$ cat config.mk
export PLATFORM = sky130hd
export DESIGN_NAME = sdram_responder
export DESIGN_NICKNAME = d
export VERILOG_FILES = /design/src/rtl/sdram_pkg.sv /design/src/rtl/sdram_bank_tracker.sv /design/src/rtl/sdram_responder.sv
export SDC_FILE = /design/constraint.sdc
export NUM_CORES = 1
export LEC_CHECK = 0
export BUFFER_PORTS_ARGS = -buffer_cell sky130_fd_sc_hd__buf_2
export CORE_ASPECT_RATIO = 1.2
export CORE_MARGIN = 2
export CORE_UTILIZATION = 49
export CTS_CLUSTER_DIAMETER = 150
export CTS_CLUSTER_SIZE = 12
export DETAILED_ROUTE_END_ITERATION = 6
export PLACE_DENSITY = 0.76
export SETUP_SLACK_MARGIN = 0.4
export SYNTH_ARGS = -nofsm -noshare
export SYNTH_HDL_FRONTEND = slang
export SYNTH_SLANG_ARGS = --single-unit
$ cat constraint.sdc
create_clock -name C25M -period 4.06 [get_ports C25M]
set_clock_uncertainty 0.1 [all_clocks]
set_input_delay 1.218 -clock C25M [delete_from_list [all_inputs] [get_ports C25M]]
set_output_delay 1.218 -clock C25M [all_outputs]
set_load 0.005 [all_outputs]
$ cat src/rtl/sdram_pkg.sv
// sdram_pkg: shared definitions for the SDR SDRAM responder.
// - cmd_e    : {nRAS,nCAS,nSWE} command encodings
// - err_e    : protocol violation codes reported on err_code
// - rd_slot_t: one stage of the read latency pipeline
// - cl_legal : CAS latencies this device accepts in LOAD MODE
package sdram_pkg;

  localparam int ROW_W  = 13;
  localparam int COL_W  = 9;
  localparam int BANK_W = 2;
  localparam int NBANK  = 4;

  typedef enum logic [2:0] {
    CMD_LMR = 3'b000,
    CMD_REF = 3'b001,
    CMD_PRE = 3'b010,
    CMD_ACT = 3'b011,
    CMD_WR  = 3'b100,
    CMD_RD  = 3'b101,
    CMD_BST = 3'b110,  // burst terminate: bursts are single, so it acts as NOP
    CMD_NOP = 3'b111
  } cmd_e;

  typedef enum logic [2:0] {
    ERR_NONE       = 3'd0,
    ERR_IDLE_BANK  = 3'd1,  // RD/WR to a bank with no open row
    ERR_ACT_ACTIVE = 3'd2,  // ACT to a bank that already has an open row
    ERR_BANK_OPEN  = 3'd3,  // REF/LMR while any bank is open
    ERR_BAD_MODE   = 3'd4,  // LMR with unsupported CL or burst length
    ERR_LANE       = 3'd5,  // RD/WR with both or neither byte lane selected
    ERR_NO_MODE    = 3'd6   // RD/WR before the first LOAD MODE
  } err_e;

  typedef struct packed {
    logic       valid;
    logic [7:0] data;
  } rd_slot_t;

  function automatic logic cl_legal(input logic [2:0] cl);
    return (cl == 3'd2) || (cl == 3'd3);
  endfunction

endpackage

$ cat src/rtl/sdram_bank_tracker.sv
// sdram_bank_tracker: open/closed state and open row of the four banks.
// Ports:
//   clk, rst          clock, asynchronous active-high reset
//   act               open bank 'bank' at row 'row_in'
//   pre               close bank 'bank' (explicit PRE or auto-precharge)
//   pre_all           close every bank
//   bank, row_in      bank select and row for ACT
//   active            per-bank open flags
//   row               open row of bank 'bank' (combinational lookup)
module sdram_bank_tracker
  import sdram_pkg::*;
(
  input  logic              clk,
  input  logic              rst,
  input  logic              act,
  input  logic              pre,
  input  logic              pre_all,
  input  logic [BANK_W-1:0] bank,
  input  logic [ROW_W-1:0]  row_in,
  output logic [NBANK-1:0]  active,
  output logic [ROW_W-1:0]  row
);

  logic [ROW_W-1:0] rows [NBANK];

  always_ff @(posedge clk or posedge rst) begin
    if (rst) begin
      active <= '0;
      for (int i = 0; i < NBANK; i++) rows[i] <= '0;
    end else if (act) begin
      // An ACT to an already open bank replaces the row (the error is
      // flagged by the caller).
      active[bank] <= 1'b1;
      rows[bank]   <= row_in;
    end else if (pre_all) begin
      active <= '0;
    end else if (pre) begin
      active[bank] <= 1'b0;
    end
  end

  assign row = rows[bank];

endmodule

$ cat src/rtl/sdram_responder.sv
// sdram_responder: SDR x16 SDRAM target emulated on a byte-wide BRAM.
// Ports:
//   C25M, RES              clock, asynchronous active-high reset
//   RCKE                   clock enable, takes effect one edge later
//   nRCS,nRAS,nCAS,nSWE    command pins; SBA bank; SA row/column/mode
//   DQML, DQMH             active-low lane selects (exactly one must be low)
//   SD_in / SD_out, SD_oe  write data in; read data out with drive enable
//   mem_addr, mem_rd, mem_wr, mem_wdata, mem_rdata   external BRAM port
//   mode_reg, mode_set     last accepted LOAD MODE value and its flag
//   ref_cnt                auto-refresh counter (wraps)
//   proto_err, err_code    sticky flag and code of the first violation
// BRAM interface: mem_rd is a combinational strobe in the cycle a legal RD
// is on the pins; mem_rdata is valid the cycle after and held until the
// next mem_rd. mem_wr is a registered one-clock strobe with its own address.
// MEM_AW must not exceed 25 (the full {bank,row,col,lane} width).
module sdram_responder
  import sdram_pkg::*;
#(
  parameter int         MEM_AW   = 16,
  parameter logic [2:0] CL_RESET = 3'd2
) (
  input  logic              C25M,
  input  logic              RES,
  input  logic              RCKE,
  input  logic              nRCS,
  input  logic              nRAS,
  input  logic              nCAS,
  input  logic              nSWE,
  input  logic [1:0]        SBA,
  input  logic [12:0]       SA,
  input  logic              DQML,
  input  logic              DQMH,
  input  logic [7:0]        SD_in,
  output logic [7:0]        SD_out,
  output logic              SD_oe,
  output logic [MEM_AW-1:0] mem_addr,
  output logic              mem_rd,
  output logic              mem_wr,
  output logic [7:0]        mem_wdata,
  input  logic [7:0]        mem_rdata,
  output logic [12:0]       mode_reg,
  output logic              mode_set,
  output logic [15:0]       ref_cnt,
  output logic              proto_err,
  output logic [2:0]        err_code
);

  logic              ce;
  logic [2:0]        cl;
  cmd_e              cmd;
  err_e              viol;
  logic [NBANK-1:0]  active;
  logic [ROW_W-1:0]  bank_row;
  logic [MEM_AW-1:0] acc_addr;
  logic              acc_ok;
  logic              lmr_ok;
  logic              wr_pend;
  logic [MEM_AW-1:0] wr_addr;
  logic [7:0]        wr_data;
  logic              rd_s0;   // read issued at the previous ce edge
  rd_slot_t          rd_s1;   // BRAM data captured one ce edge later

  // Commands are only decoded on edges where the registered clock enable is high.
  always_comb begin
    cmd = CMD_NOP;
    if (ce && !nRCS) cmd = cmd_e'({nRAS, nCAS, nSWE});
  end

  // Checks are ordered by code so simultaneous faults report the lowest one.
  always_comb begin
    viol = ERR_NONE;
    case (cmd)
      CMD_RD, CMD_WR: begin
        if (!active[SBA])      viol = ERR_IDLE_BANK;
        else if (DQML == DQMH) viol = ERR_LANE;
        else if (!mode_set)    viol = ERR_NO_MODE;
      end
      CMD_ACT: if (active[SBA]) viol = ERR_ACT_ACTIVE;
      CMD_REF: if (|active)     viol = ERR_BANK_OPEN;
      CMD_LMR: begin
        if (|active) viol = ERR_BANK_OPEN;
        else if (!cl_legal(SA[6:4]) || (SA[2:0] != 3'd0)) viol = ERR_BAD_MODE;
      end
      default: ;
    endcase
  end

  // Illegal accesses touch neither the BRAM nor the bank state.
  assign acc_ok = ((cmd == CMD_RD) || (cmd == CMD_WR)) && (viol == ERR_NONE);
  assign lmr_ok = (cmd == CMD_LMR) && (viol == ERR_NONE);

  // Lane 1 (high byte) is addressed whenever DQML is deasserted.
  assign acc_addr = MEM_AW'({SBA, bank_row, SA[COL_W-1:0], DQML});

  sdram_bank_tracker u_banks (
    .clk     (C25M),
    .rst     (RES),
    .act     (cmd == CMD_ACT),
    .pre     (((cmd == CMD_PRE) && !SA[10]) || (acc_ok && SA[10])),
    .pre_all ((cmd == CMD_PRE) && SA[10]),
    .bank    (SBA),
    .row_in  (SA),
    .active  (active),
    .row     (bank_row)
  );

  assign mem_rd    = acc_ok && (cmd == CMD_RD);
  assign mem_wr    = wr_pend;
  assign mem_wdata = wr_data;
  // A pending write owns the address bus; controllers leave a gap after WR.
  assign mem_addr  = wr_pend ? wr_addr : acc_addr;

  always_ff @(posedge C25M or posedge RES) begin
    if (RES) begin
      ce        <= 1'b0;
      cl        <= CL_RESET;
      mode_reg  <= '0;
      mode_set  <= 1'b0;
      ref_cnt   <= '0;
      proto_err <= 1'b0;
      err_code  <= '0;
      wr_pend   <= 1'b0;
      wr_addr   <= '0;
      wr_data   <= '0;
      rd_s0     <= 1'b0;
      rd_s1     <= '0;
      SD_out    <= '0;
      SD_oe     <= 1'b0;
    end else begin
      ce      <= RCKE;
      wr_pend <= acc_ok && (cmd == CMD_WR);
      if (acc_ok && (cmd == CMD_WR)) begin
        wr_addr <= acc_addr;
        wr_data <= SD_in;
      end
      // REF counts even when it is also flagged as a violation.
      if (cmd == CMD_REF) ref_cnt <= ref_cnt + 16'd1;
      if (lmr_ok) begin
        mode_reg <= SA;
        mode_set <= 1'b1;
        cl       <= SA[6:4];
      end
      if (!proto_err && (viol != ERR_NONE)) begin
        proto_err <= 1'b1;
        err_code  <= viol;
      end
      // Read pipeline advances on ce edges only; the BRAM output is stable
      // across ce=0 edges because mem_rd cannot fire there.
      if (ce) begin
        rd_s0 <= mem_rd;
        rd_s1 <= '{valid: rd_s0, data: mem_rdata};
        if ((cl == 3'd2) && rd_s0) begin
          SD_out <= mem_rdata;
          SD_oe  <= 1'b1;
        end else if ((cl == 3'd3) && rd_s1.valid) begin
          SD_out <= rd_s1.data;
          SD_oe  <= 1'b1;
        end else begin
          SD_oe  <= 1'b0;
        end
      end
    end
  end

endmodule
======== After elaboration in Yosys (flattened, before gate mapping) ========
Index checks and enable logic that the tools add are counted.
cells by class
  multiplexer cells ....................... 27
  reduce and logical (&&, ||, !) cells .... 30
  bitwise gates (word level) .............. 4
  add/subtract/negate cells ............... 1
  eq/ne operators ......................... 10
  magnitude comparators ................... 4
operator list
  operator                 number
  $bwmux W52               1
  $bmux W13 S2             1
  $demux W13 S2            1
  $eq A3 B2 Y1 const B     6
  $mux W3                  6
  $add A16 B1 Y16 const B  1
  $mux W16                 1
  $mux W8                  2
  $logic_and A1 B1 Y1      13
  $mux W13                 1
  $mux W4                  3
  $mux W6                  2
  $pmux W3 S4              1
  $reduce_bool A3 Y1       3
  $eq A3 B3 Y1 const B     2
  $logic_not A3 Y1         2
  $and A4 B4 Y4            1
  $logic_not A1 Y1         4
  $logic_or A1 B1 Y1       4
  $mux W1                  4
  $mux W2                  2
  $not A4 Y4               1
  $or A4 B4 Y4             1
  $reduce_or A4 Y1         1
  other kinds (12)         12
word-level totals
  output and inout port bits .............. 69
  input bits .............................. 40
  logic and storage cells ................. 96
  flip-flop bits (word level) ............. 138

======== Logic depth before layout (Yosys ltp) ========
Gate-level depths: netlist (run 1).
  depth in word-level cells ............... 14
  gate-level depth with buffers ........... 7
  depth with buffers taken out ............ 5

======== Modules after synthesis ========
From an unflattened synthesis (run 1), not the netlist that was laid out.
second synthesis, totals
  cells, all modules ...................... 418
  area, all modules ....................... 6306.0 um^2
by module, submodules not included
  module              instances  area an instance (um^2)  seq. area each (um^2)  cells an instance
  sdram_responder     1          3643.5                   2003.2                 270
  sdram_bank_tracker  1          2662.6                   1401.3                 148

======== Worst setup path before layout (run 1) ========
OpenSTA, ideal clock, no wires.
  path kind ............................... input to output
  from .................................... in SBA[1]
  to ...................................... out mem_addr[12]
  required time ........................... 2.742 ns
  buffers on the path ..................... 2
  data arrival time ....................... 2.539 ns
  setup slack ............................. 0.203 ns
  stages .................................. 4
  cell sequence ........................... clkbuf_2 > buf_1 > mux4_2 > mux2_2
on the way
  word-level cells in the longest chain between the ends .. 5
RTL lines
  what                                         RTL line                  text
  start: declaration                           sdram_responder.sv:29     input logic [1:0] SBA,
  $not A2 Y3 (implied by the code)             sdram_bank_tracker.sv:42  assign row = rows[bank];
  $bmux W13 S2                                 sdram_bank_tracker.sv:42
  $mux W6 (implied by the code) (2 in series)  sdram_bank_tracker.sv:42
  $mux W16                                     sdram_responder.sv:111    assign mem_addr = wr_pend ? wr_addr : acc_addr;
  end: declaration                             sdram_responder.sv:36     output logic [MEM_AW-1:0] mem_addr,
No other way between the ends. The select of a mux whose other input is x is not followed.

======== Worst setup path in the final report (run 1) ========
  from .................................... in SBA[0]
  to ...................................... out mem_rd
on the way
  word-level cells in the longest chain between the ends .. 7
  elaborated cells on any way between the ends .. 8
  those cells by class .................... mux: 5; reduce/logical: 3
RTL lines
  what                                RTL line                                      text
  $bmux W1 S2 (*)                     sdram_responder.sv:74, sdram_responder.sv:78
  $mux W1 (implied by the code) (*)   sdram_responder.sv:74, sdram_responder.sv:78
  $mux W3 or $mux W2 (tied branches)  sdram_responder.sv:74, sdram_responder.sv:78
  $pmux W3 S4 (*)                     sdram_responder.sv:72                         case (cmd)
  $logic_not A3 Y1 (*)                sdram_responder.sv:89                         assign acc_ok = ((cmd == CMD_RD) || (cmd == CMD_WR)) && (viol == ERR_NONE);
  $logic_and A1 B1 Y1 (*)             sdram_responder.sv:89
  $logic_and A1 B1 Y1 (*)             sdram_responder.sv:107                        assign mem_rd = acc_ok && (cmd == CMD_RD);
  end: declaration                    sdram_responder.sv:37                         output logic mem_rd,
Mark *: on every way between the ends. The rest lies on a longest branch, timed or not. The select of a mux whose other input is x is not followed.

==> results of run 1 <==
==> synthesized netlist by cell type (all sizes together) <==
| cell | count |
|---|---|
| and2 | 3 |
| inv | 9 |
| and4 | 3 |
| nor4 | 3 |
| and4b | 1 |
| and3 | 1 |
| a21o | 2 |
| buf | 10 |
| a32oi | 1 |
| nor3 | 1 |
| xnor2 | 13 |
| or3 | 1 |
| nand3b | 2 |
| nand4 | 4 |
| or2 | 4 |
| nor2 | 15 |
| mux2i | 9 |
| or4b | 1 |
| nand2b | 1 |
| a31oi | 1 |
| nand2 | 15 |
| nor4b | 3 |
| mux4 | 7 |
| o32ai | 1 |
| nand3 | 6 |
| a21boi | 3 |
| o21a | 1 |
| dfstp | 1 |
| ha | 1 |
| mux2 | 82 |
| o22ai | 3 |
| a21oi | 13 |
| o21ai | 4 |
| dfrtp | 107 |
| a32o | 1 |
| and4bb | 2 |
| xor2 | 3 |
| clkbuf | 6 |
| nor2b | 5 |
==> cell type report <==
type / instances / share of cell area (%)
clock buffer: 13 / 4.03
inverter: 9 / 0.629
multi-input combinational: 216 / 34.4
sequential: 108 / 45.3
tap: 123 / 2.58
timing repair buffer: 129 / 13.0
==> final timing paths <==
path                                               from                      endpoint  slack (ns)
max in group asynchronous                           RES  u_banks.rows[27]$_DFFE_PP0P_        2.10
worst min register to register  mode_reg[5]$_DFFE_PP0P_       mode_reg[5]$_DFFE_PP0P_        0.37
worst max-delay path                             SBA[0]                        mem_rd        0.28
worst max register to register             ce$_DFF_PP0_       wr_addr[15]$_DFFE_PP0P_        1.08
worst min-delay path            mode_reg[5]$_DFFE_PP0P_       mode_reg[5]$_DFFE_PP0P_        0.37
min in group asynchronous                           RES       ref_cnt[13]$_DFFE_PP0N_        0.93
==> repair_timing <==
item,CTS,global route
gates resized for setup,9,5
pin swaps,4,2
setup endpoints to repair,7,3
cloned,0,1
buffers inserted,2,7
==> cell families after synthesis <==
logic type / count (synthesis)
buffers and inverters: 25
XOR/XNOR: 16
adder cells (fa/ha/maj): 1
multiplexers: 98
AND/OR/NAND/NOR: 71
flip-flops: 108
AO/OA/AOI/OAI: 30
==> metal layers <==
layer  track usage (%)  up-vias  share of wire [%]
met1              23.9     1595                 42
met2              31.0       84                 50
met3              4.79       14                5.3
met4              7.54        0                2.1
met5                 0        -                  0
li1                  -     1488                  -
==> power groups by stage <==
stage / clock network, uW / logic, uW / registers, uW
detailed placement: 0 / 439 / 1340
CTS: 781 / 446 / 1320
global placement: 0 / 427 / 1320
finish: 757 / 452 / 1320
floorplan: 0 / 252 / 1330
global route: 825 / 500 / 1340
==> stage by stage <==
step	instance area [sq um]	cells	util [%]	total power [uW]
2_1_floorplan	4860	349	-	1580
3_3_place_gp	5570	575	58.2	1750
3_5_place_dp	5570	575	58.2	1770
4_1_cts	5860	590	61.3	2550
5_1_grt	5970	598	62.4	2670
6_report	5970	598	62.4	2530
==> results.yml, run 1 <==
timing:
  rsz0062_at_grt: "true"
  finalHoldViolations: 0
  setup_ws_ns: 0.279
  holdWs_ns: 0.368
  post-route-min-period_ns: 3.78
  fin_tns_setup_ns: 0
  finalMaxSlewViolations: 0
  clock.fmax_mhz: 264
  fin_crit_sh_pct: 93.1
  slew_headroom_pct: 22.7
  setup_viol: 0
  tightestPinTransition_ns: 1.16
die:
  start_util_pct: 50.8
  core_area_sq_mm: 0.00956
  ioPinCount: 109
  rows: 39
  fp.dieW_um: 94.9
  die_h_um: 113
  die-area_sq_mm: 0.0107
final_layout:
  final_cell_mix: "107 x dfrtp_1, 105 x buf_2, 54 x mux2_2, 20 x mux2_4, 17 x buf_4"
  largest_register_ffs: 24
  top_register: "u_banks.rows"
  area_growth_pct: 22.8
  drive_above_1_share_pct: 50.5
  fillers: 761
  antenna_cells: 0
  final_nets: 514
  final_common_cell: "dfrtp_1"
  seq_area_sq_mm: 0.00270
  multi_input_area_sq_mm: 0.00205
  top_regs: "u_banks.rows: 24 flops, ref_cnt: 16 flops, wr_addr: 16 flops"
setup_path:
  path_cells: "buf_8 > mux4_2 > a32oi_2 > nand2_1 > nor3_2 > buf_2"
  crit_type: "input port to output port"
  critPathLaunchType: "input port"
  rr_worst_depth: 10
  arrival_ns: 2.46
  crit_buf_inv: 2
  endpoint_kind: "output port"
  crit_cells: 6
  crit_fanout: 4
  crit_required_ns: 2.74
  critPathSlowestCell: "mux4_2"
  crit_family: "multiplexers"
  slowest_delay_ns: 0.55
clock_network:
  cts_sinks: 108
  tritoncts: "yes"
  cts_max_path_buffers: 2
  cts.clk_slew.worst_paths_ns: 0.06
  root_buffer: "clkbuf_16"
  cts_buffers: 9
  insertion_delay_ns: 0.34
  hold_buffers: 0
  htree_levels: 3
logic_synthesis:
  synth_seq_cells: 108
  synth_xor_xnor_area_share_pct: 2.89
  synthAdderAreaFrac_pct: 0.258
  yosys.area.top_type: "dfrtp_1"
  yosys-top-cells-area: "dfrtp_1 55%, mux2_2 13%, mux2_4 5.9%"
  ys_warn_count: 0
  syn_area_sq_mm: 0.00486
  synth.avg_cell_area_sq_um: 13.9
  yosysSeqAreaShare_pct: 55.7
  synthSimpleGateAreaFrac_pct: 8.89
  synth-compound-area-share_pct: 3.92
  synth_cell_types: 50
  synth_top_family_by_area: "multiplexers"
  synth_nets: 390
  synthCells: 349
  synth_mux_area_share_pct: 25.6
  synth_top_cell_area_share_pct: 55.1
drt:
  wl_mm: 10.1
  dr.pass1.iters: 4
  final_antenna_net_count: 0
  drc: 0
  wl_per_cell_um: 16.8
  viasPerCell: 5.32
  drt_iter0_drc: 66
  vias: 3181
hold_path:
  hold_depth: 1
  hold_class: "flop to flop"
place:
  place.gp.congestion: 0.772
  place_ws_ns: 0.153
  io_buffers: 108
  dp_hpwl_mm: 6.94
global_routing:
  grt_pass1_wl_mm: 15.7
  antenna_found_initial: 0
  overflow: 0
  grt_max_degree: 44
  grtUsageTotal_pct: 18.9
  grt_pass1_vias: 3193
pwr:
  p_leak_uw: 0.00292
  sw_frac_of_total_pct: 25.2
  combPwrFrac_pct: 17.9
  switchingPower_uw: 638
  peakVddDrop_mv: 0.217
  p_int_uw: 1890
  p_seq_share_pct: 52.2
  clkPwrFrac_pct: 29.9
  p_per_area_mw_per_mm2: 424
run:
  max_cap_violations: 0
run_status:
  status: "completed"
(Power assumes the default switching activity.)
==> run 2, diff against run 1 <==
--- a/config.mk
+++ b/config.mk
@@ -5,14 +5,14 @@
 export SDC_FILE = /design/constraint.sdc
 export NUM_CORES = 1
 export LEC_CHECK = 0
-export BUFFER_PORTS_ARGS = -buffer_cell sky130_fd_sc_hd__buf_2
 export CORE_ASPECT_RATIO = 1.2
 export CORE_MARGIN = 2
-export CORE_UTILIZATION = 49
+export CORE_UTILIZATION = 57
 export CTS_CLUSTER_DIAMETER = 150
 export CTS_CLUSTER_SIZE = 12
 export DETAILED_ROUTE_END_ITERATION = 6
-export PLACE_DENSITY = 0.76
+export DONT_BUFFER_PORTS = 1
+export PLACE_DENSITY = 0.75
 export SETUP_SLACK_MARGIN = 0.4
 export SYNTH_ARGS = -nofsm -noshare
 export SYNTH_HDL_FRONTEND = slang
==> run 2 against run 1 <==
Compared with the run above: total power decreased by 12%; register-to-register slack improved by 0.29 ns; combinational power decreased by 37%; hold slack improved by 0.026 ns; largest power group unchanged.
==> results.yml, run 2 (synthesis results as in run 1) <==
pwr:
  peakVddDrop_mv: 0.264
  clkPwrFrac_pct: 26.6
  p_per_area_mw_per_mm2: 428
  combPwrFrac_pct: 12.8
  sw_frac_of_total_pct: 27.2
  p_int_uw: 1610
  p_seq_share_pct: 60.7
  switchingPower_uw: 602
  p_leak_uw: 0.00235
global_routing:
  grtUsageTotal_pct: 19.8
  met2_usage_pct: 31.8
  grt.busiest_layer: "met2"
  met3_usage_pct: 6.64
  use_met1_pct: 25.8
  grt_max_degree: 54
  grt_pass1_vias: 2797
  antenna_found_initial: 0
  overflow: 0
  grt_pass1_wl_mm: 14.3
place:
  place_ws_ns: 0.213
  post_dp_cell_area_sq_mm: 0.00499
  dp_hpwl_mm: 6.19
  io_buffers: 0
  place.gp.congestion: 0.835
  dp.cells: 456
final_layout:
  fin_cells: 472
  top_regs: "u_banks.rows: 24 flops, ref_cnt: 16 flops, wr_addr: 16 flops"
  final_common_cell: "dfrtp_1"
  drive_above_1_share_pct: 34.9
  area_growth_pct: 6.72
  fin_util_pct: 63.2
  top_register: "u_banks.rows"
  antenna_cells: 0
  final_cell_mix: "107 x dfrtp_1, 55 x mux2_2, 19 x mux2_4, 15 x nand2_1, 14 x nor2_1"
  multi_input_area_sq_mm: 0.00205
  fillers: 634
  seq_area_sq_mm: 0.00270
  largest_register_ffs: 24
  final_nets: 394
  fin_area_sq_mm: 0.00518
timing:
  fin_tns_setup_ns: 0
  clock.fmax_mhz: 274
  setup_ws_ns: 0.413
  fin_crit_sh_pct: 89.8
  setup_viol: 0
  finalMaxSlewViolations: 0
  post-route-min-period_ns: 3.65
  rsz0062_at_grt: "true"
  slew_headroom_pct: 48.3
  tightestPinTransition_ns: 0.770
  finalHoldViolations: 0
clock_network:
  cts_sinks: 108
  htree_levels: 3
  tritoncts: "yes"
  root_buffer: "clkbuf_8"
  cts_max_path_buffers: 2
  cts.clk_slew.worst_paths_ns: 0.10
  insertion_delay_ns: 0.36
  post_cts_buffers: 0
  cts_buffers: 9
  hold_buffers: 0
drt:
  wl_mm: 8.77
  viasPerCell: 5.75
  dr.pass1.iters: 4
  final_antenna_net_count: 0
  vias: 2715
  wl_per_cell_um: 18.6
  drt_iter0_drc: 127
  drc: 0
die:
  rows: 36
  ioPinCount: 109
  die-area_sq_mm: 0.00928
  fp.dieW_um: 88.3
  die_h_um: 105
  start_util_pct: 59.2
  core_area_sq_mm: 0.00820
setup_path:
  crit_type: "input port to output port"
  reg2reg_slack_ns: 1.37
  endpoint_kind: "output port"
  crit_fanout: 12
  critPathLaunchType: "input port"
  crit_required_ns: 2.74
  arrival_ns: 2.33
run_status:
  status: "completed"
hold_path:
  hold_class: "flop to flop"
run:
  max_cap_violations: 0
[run 2: changes by cell type in the layout (fill, tap and decap cells not counted), sizes merged]
cell	change
inv	+2
clkinvlp	+1
buf	-119
clkinv	+4
clkbuf	-5
[run 2: layout make-up]
cell class,count,share of cell area [%]
sequential,108,52.2
multi-input combinational,216,39.5
tap,114,2.75
clock buffer,9,2.39
timing repair buffer,9,1.54
clock inverter,7,0.941
inverter,9,0.724
[run 2: final timing paths]
path	from	to	cells after the start
setup / recovery	SBA[0]	mem_rd	4
hold / removal	wr_addr[15]$_DFFE_PP0P_	wr_addr[15]$_DFFE_PP0P_	1
setup reg to reg	ce$_DFF_PP0_	wr_addr[13]$_DFFE_PP0P_	7
hold reg to reg	wr_addr[15]$_DFFE_PP0P_	wr_addr[15]$_DFFE_PP0P_	1
max in group asynchronous	RES	cl[1]$_DFFE_PP1P_	2
min in group asynchronous	RES	mem_wdata[7]$_DFFE_PP0P_	1
[run 2: power by group through the flow]
stage / Clock [uW] / Combinational, uW / Sequential (uW)
after floorplan: 0 / 252 / 1330
after global placement: 0 / 273 / 1360
after detailed placement: 0 / 285 / 1370
after CTS: 609 / 289 / 1350
after global routing: 654 / 317 / 1370
final: 588 / 283 / 1340
[run 2: timing repair]
| action | CTS | global route |
|---|---|---|
| gates resized for setup | 4 | 0 |
| pin swaps | 1 | 0 |
| endpoints found under the setup margin | 1 | 1 |
| endpoints found under the hold margin | 0 | 0 |
[run 2: routing by layer]
metal	vias up	share of wire, %
li1	1250	-
met1	1393	43
met2	62	50
met3	10	6.1
met4	0	1.1
met5	-	0
[run 2: critical path, cell delays in order]
cell and delay, ns:
mux4_2 0.55, a32oi_2 0.25, nand2_1 0.12, nor3_2 0.18
[run 2: stage by stage]
stage	total power [uW]	hold WS, ns
2_1_floorplan	1580	0.352
3_3_place_gp	1640	0.362
3_5_place_dp	1650	0.375
4_1_cts	2250	0.397
5_1_grt	2340	0.412
6_report	2220	0.394
==> run 3, diff against run 2 <==
--- a/config.mk
+++ b/config.mk
@@ -5,6 +5,7 @@
 export SDC_FILE = /design/constraint.sdc
 export NUM_CORES = 1
 export LEC_CHECK = 0
+export ABC_AREA = 1
 export CORE_ASPECT_RATIO = 1.2
 export CORE_MARGIN = 2
 export CORE_UTILIZATION = 57
==> run 3 against run 2 <==
Compared with the run above: total power decreased by 3.1%; via count grew 46%; fmax increased by 3.2%; sequential power decreased by 4%; first-iteration DRC count rose to 2.7 times the previous value; global-route usage rose by 5.1 points; register-to-register slack worse by 0.02 ns; clock power rose by 7.8%; synthesized area increased by 1.9%; final cell count grew 50%; sequential cell count unchanged; setup slack gained 0.11 ns; largest cell class unchanged.
==> results.yml, run 3 <==
run_status:
  status: "completed"
setup_path:
  endpoint_kind: "output port"
  timing.rr.start: "ce$_DFF_PP0_"
  critPathSlowestCell: "nor2_4"
  crit_fanout: 4
  reg2reg_slack_ns: 1.35
  crit_type: "input port to output port"
  path_cells: "inv_1 > nand2_2 > nor2_4 > nand2_2 > nor2_4 > nand2_1 > nand2_1 > nor2_4 > nand2_4 > nor3_4 > buf_4"
  r2r-end: "mem_wdata[5]$_DFFE_PP0P_"
  arrival_ns: 2.22
  critPathLaunchType: "input port"
  rr_worst_depth: 14
  slowest_delay_ns: 0.15
  crit_required_ns: 2.74
  worst_path_most_repeated_cell: "nor2_4"
timing:
  setup_viol: 0
  clock.fmax_mhz: 283
  tightestPinTransition_ns: 0.920
  fin_tns_setup_ns: 0
  fin_crit_sh_pct: 87.0
  finalMaxSlewViolations: 0
  slew_headroom_pct: 38.5
  rsz0062_at_grt: "false"
  finalHoldViolations: 0
  post-route-min-period_ns: 3.53
logic_synthesis:
  yosys.area.top_type: "dfrtp_1"
  synthArstFlopShare_pct: 100
  yosysSeqAreaShare_pct: 54.6
  synth_most_common_cell: "nand2_1"
  synth_commonest_cells: "202 x nand2_1, 107 x dfrtp_1, 54 x nand3_1"
  yosys-top-cells-area: "dfrtp_1 54%, nand2_1 15%, nand3_1 5.5%"
  synth_edf_count: 0
  synth_seq_cells: 108
  syn_area_sq_mm: 0.00495
  ys_warn_count: 0
  synthCells: 579
  synth_top_cell_area_share_pct: 54.1
  synth_nets: 620
  synth_cell_types: 30
  synth.avg_cell_area_sq_um: 8.55
  ys_dominant_reg_cell: "dfrtp_1"
final_layout:
  final_common_cell: "nand2_1"
  drive_above_1_share_pct: 11.3
  seq_area_sq_mm: 0.00270
  antenna_cells: 0
  multi_input_area_sq_mm: 0.00199
  top_regs: "u_banks.rows: 24 flops, ref_cnt: 16 flops, wr_addr: 16 flops"
  area_growth_pct: 7.84
  final_nets: 627
  top_register: "u_banks.rows"
  fillers: 747
  final_cell_mix: "202 x nand2_1, 107 x dfrtp_1, 53 x nand3_1, 45 x o21ai_0, 31 x inv_1"
  fin_util_pct: 62.7
  largest_register_ffs: 24
pwr:
  p_per_area_mw_per_mm2: 402
  clkPwrFrac_pct: 29.5
  sw_frac_of_total_pct: 28.2
  p_int_uw: 1540
  p_seq_share_pct: 59.8
  p_leak_uw: 0.00269
  peakVddDrop_mv: 0.307
  switchingPower_uw: 605
  combPwrFrac_pct: 10.7
global_routing:
  grt_max_degree: 43
  overflow: 0
  grt_pass1_vias: 3860
  antenna_found_initial: 0
  grt_pass1_wl_mm: 18.3
  grtUsageTotal_pct: 24.9
clock_network:
  cts.clk_slew.worst_paths_ns: 0.09
  insertion_delay_ns: 0.37
  cts_sinks: 108
  cts_buffers: 9
  root_buffer: "clkbuf_8"
  tritoncts: "yes"
  hold_buffers: 0
  htree_levels: 3
  cts_max_path_buffers: 2
die:
  ioPinCount: 109
  core_area_sq_mm: 0.00852
  rows: 37
  die-area_sq_mm: 0.00945
  die_h_um: 106
  fp.dieW_um: 89.1
  start_util_pct: 58.1
place:
  place.gp.congestion: 0.842
  io_buffers: 0
  dp_hpwl_mm: 7.95
drt:
  wl_mm: 11.5
  dr.pass1.iters: 6
  viasPerCell: 5.60
  final_antenna_net_count: 0
  drt_iter0_drc: 342
  wl_per_cell_um: 16.2
  vias: 3963
  drc: 0
run:
  max_cap_violations: 0
hold_path:
  hold_class: "flop to flop"
  hold_depth: 2
  min_to: "cl[1]$_DFFE_PP1P_"
  min-delay-start: "cl[1]$_DFFE_PP1P_"
## run 3: cell count changes after synthesis, sizes merged, moves of 7 or more
cell,before,now
a22oi,0,9
nor2,15,33
mux2i,9,0
nand2,15,212
mux4,7,0
inv,9,39
nand3,6,55
a21oi,13,27
o21ai,4,45
mux2,82,1
## run 3: power groups by stage
| stage | logic [uW] | registers, uW | clock network, uW |
|---|---|---|---|
| final | 229 | 1290 | 634 |
| after global routing | 267 | 1300 | 693 |
| after CTS | 226 | 1280 | 645 |
| after detailed placement | 226 | 1300 | 0 |
| after global placement | 215 | 1300 | 0 |
| after floorplan | 182 | 1280 | 0 |
## run 3: metal layers
metal / GRT usage [%] / part of all wire (%) / vias up
met3: 8.07 / 10 / 23
met1: 32.2 / 39 / 1884
met5: 0 / 0 / -
li1: - / - / 1880
met4: 8.21 / 1.9 / 0
met2: 39.7 / 49 / 176
## run 3: repair_timing
action | 4_1_cts | 5_1_grt
setup endpoints to repair | 1 | 1
setup buffers | 0 | 7
resized for setup | 2 | 7
pin swaps | 1 | 3
## run 3: how the worst max path moves through the flow
stage / slack (ns) / cells after the start / endpoint / start
after floorplan: 0.57 / 12 / mem_rd / SBA[0]
after global placement: 0.37 / 10 / mem_rd / SA[2]
after detailed placement: 0.33 / 10 / mem_rd / SA[2]
after CTS: 0.44 / 11 / mem_rd / nRCS
after global routing: 0.43 / 12 / mem_rd / SBA[0]
final: 0.53 / 11 / mem_rd / nRCS
## run 3: area by class of cell
class                   count  area share (%)
flip-flops and latches    108            50.7
multi-input cells         411            37.3
inverters                  40            3.14
clock buffers              11            2.84
well taps                 117            2.74
repair buffers             16            2.48
clock inverters             5           0.844
## run 3: metrics by stage
stage / cell area [sq um] / power, uW / worst slack (ns) / hold WS, ns / cells
final: 5340 / 2150 / 0.526 / 0.376 / 708
after global routing: 5340 / 2260 / 0.428 / 0.405 / 708
after CTS: 5250 / 2150 / 0.444 / 0.373 / 701
after detailed placement: 5050 / 1530 / 0.331 / 0.358 / 685
after global placement: 5050 / 1510 / 0.365 / 0.353 / 685
after floorplan: 4950 / 1460 / 0.573 / 0.342 / 579
## run 3: logic make-up after synthesis
group           after synthesis  share of synthesized area (%)
simple gates                310                           27.5
flops                       108                           54.6
compound gates               84                           9.02
buf+inv                      60                           5.74
xor+xnor                     15                           2.65
mux                           1                          0.227
fa+ha+maj                     1                          0.253
## run 3: worst max-delay path, delay by kind of cell
family | cells | cell delay [ns]
simple gates | 9 | 0.80
buf+inv | 2 | 0.18
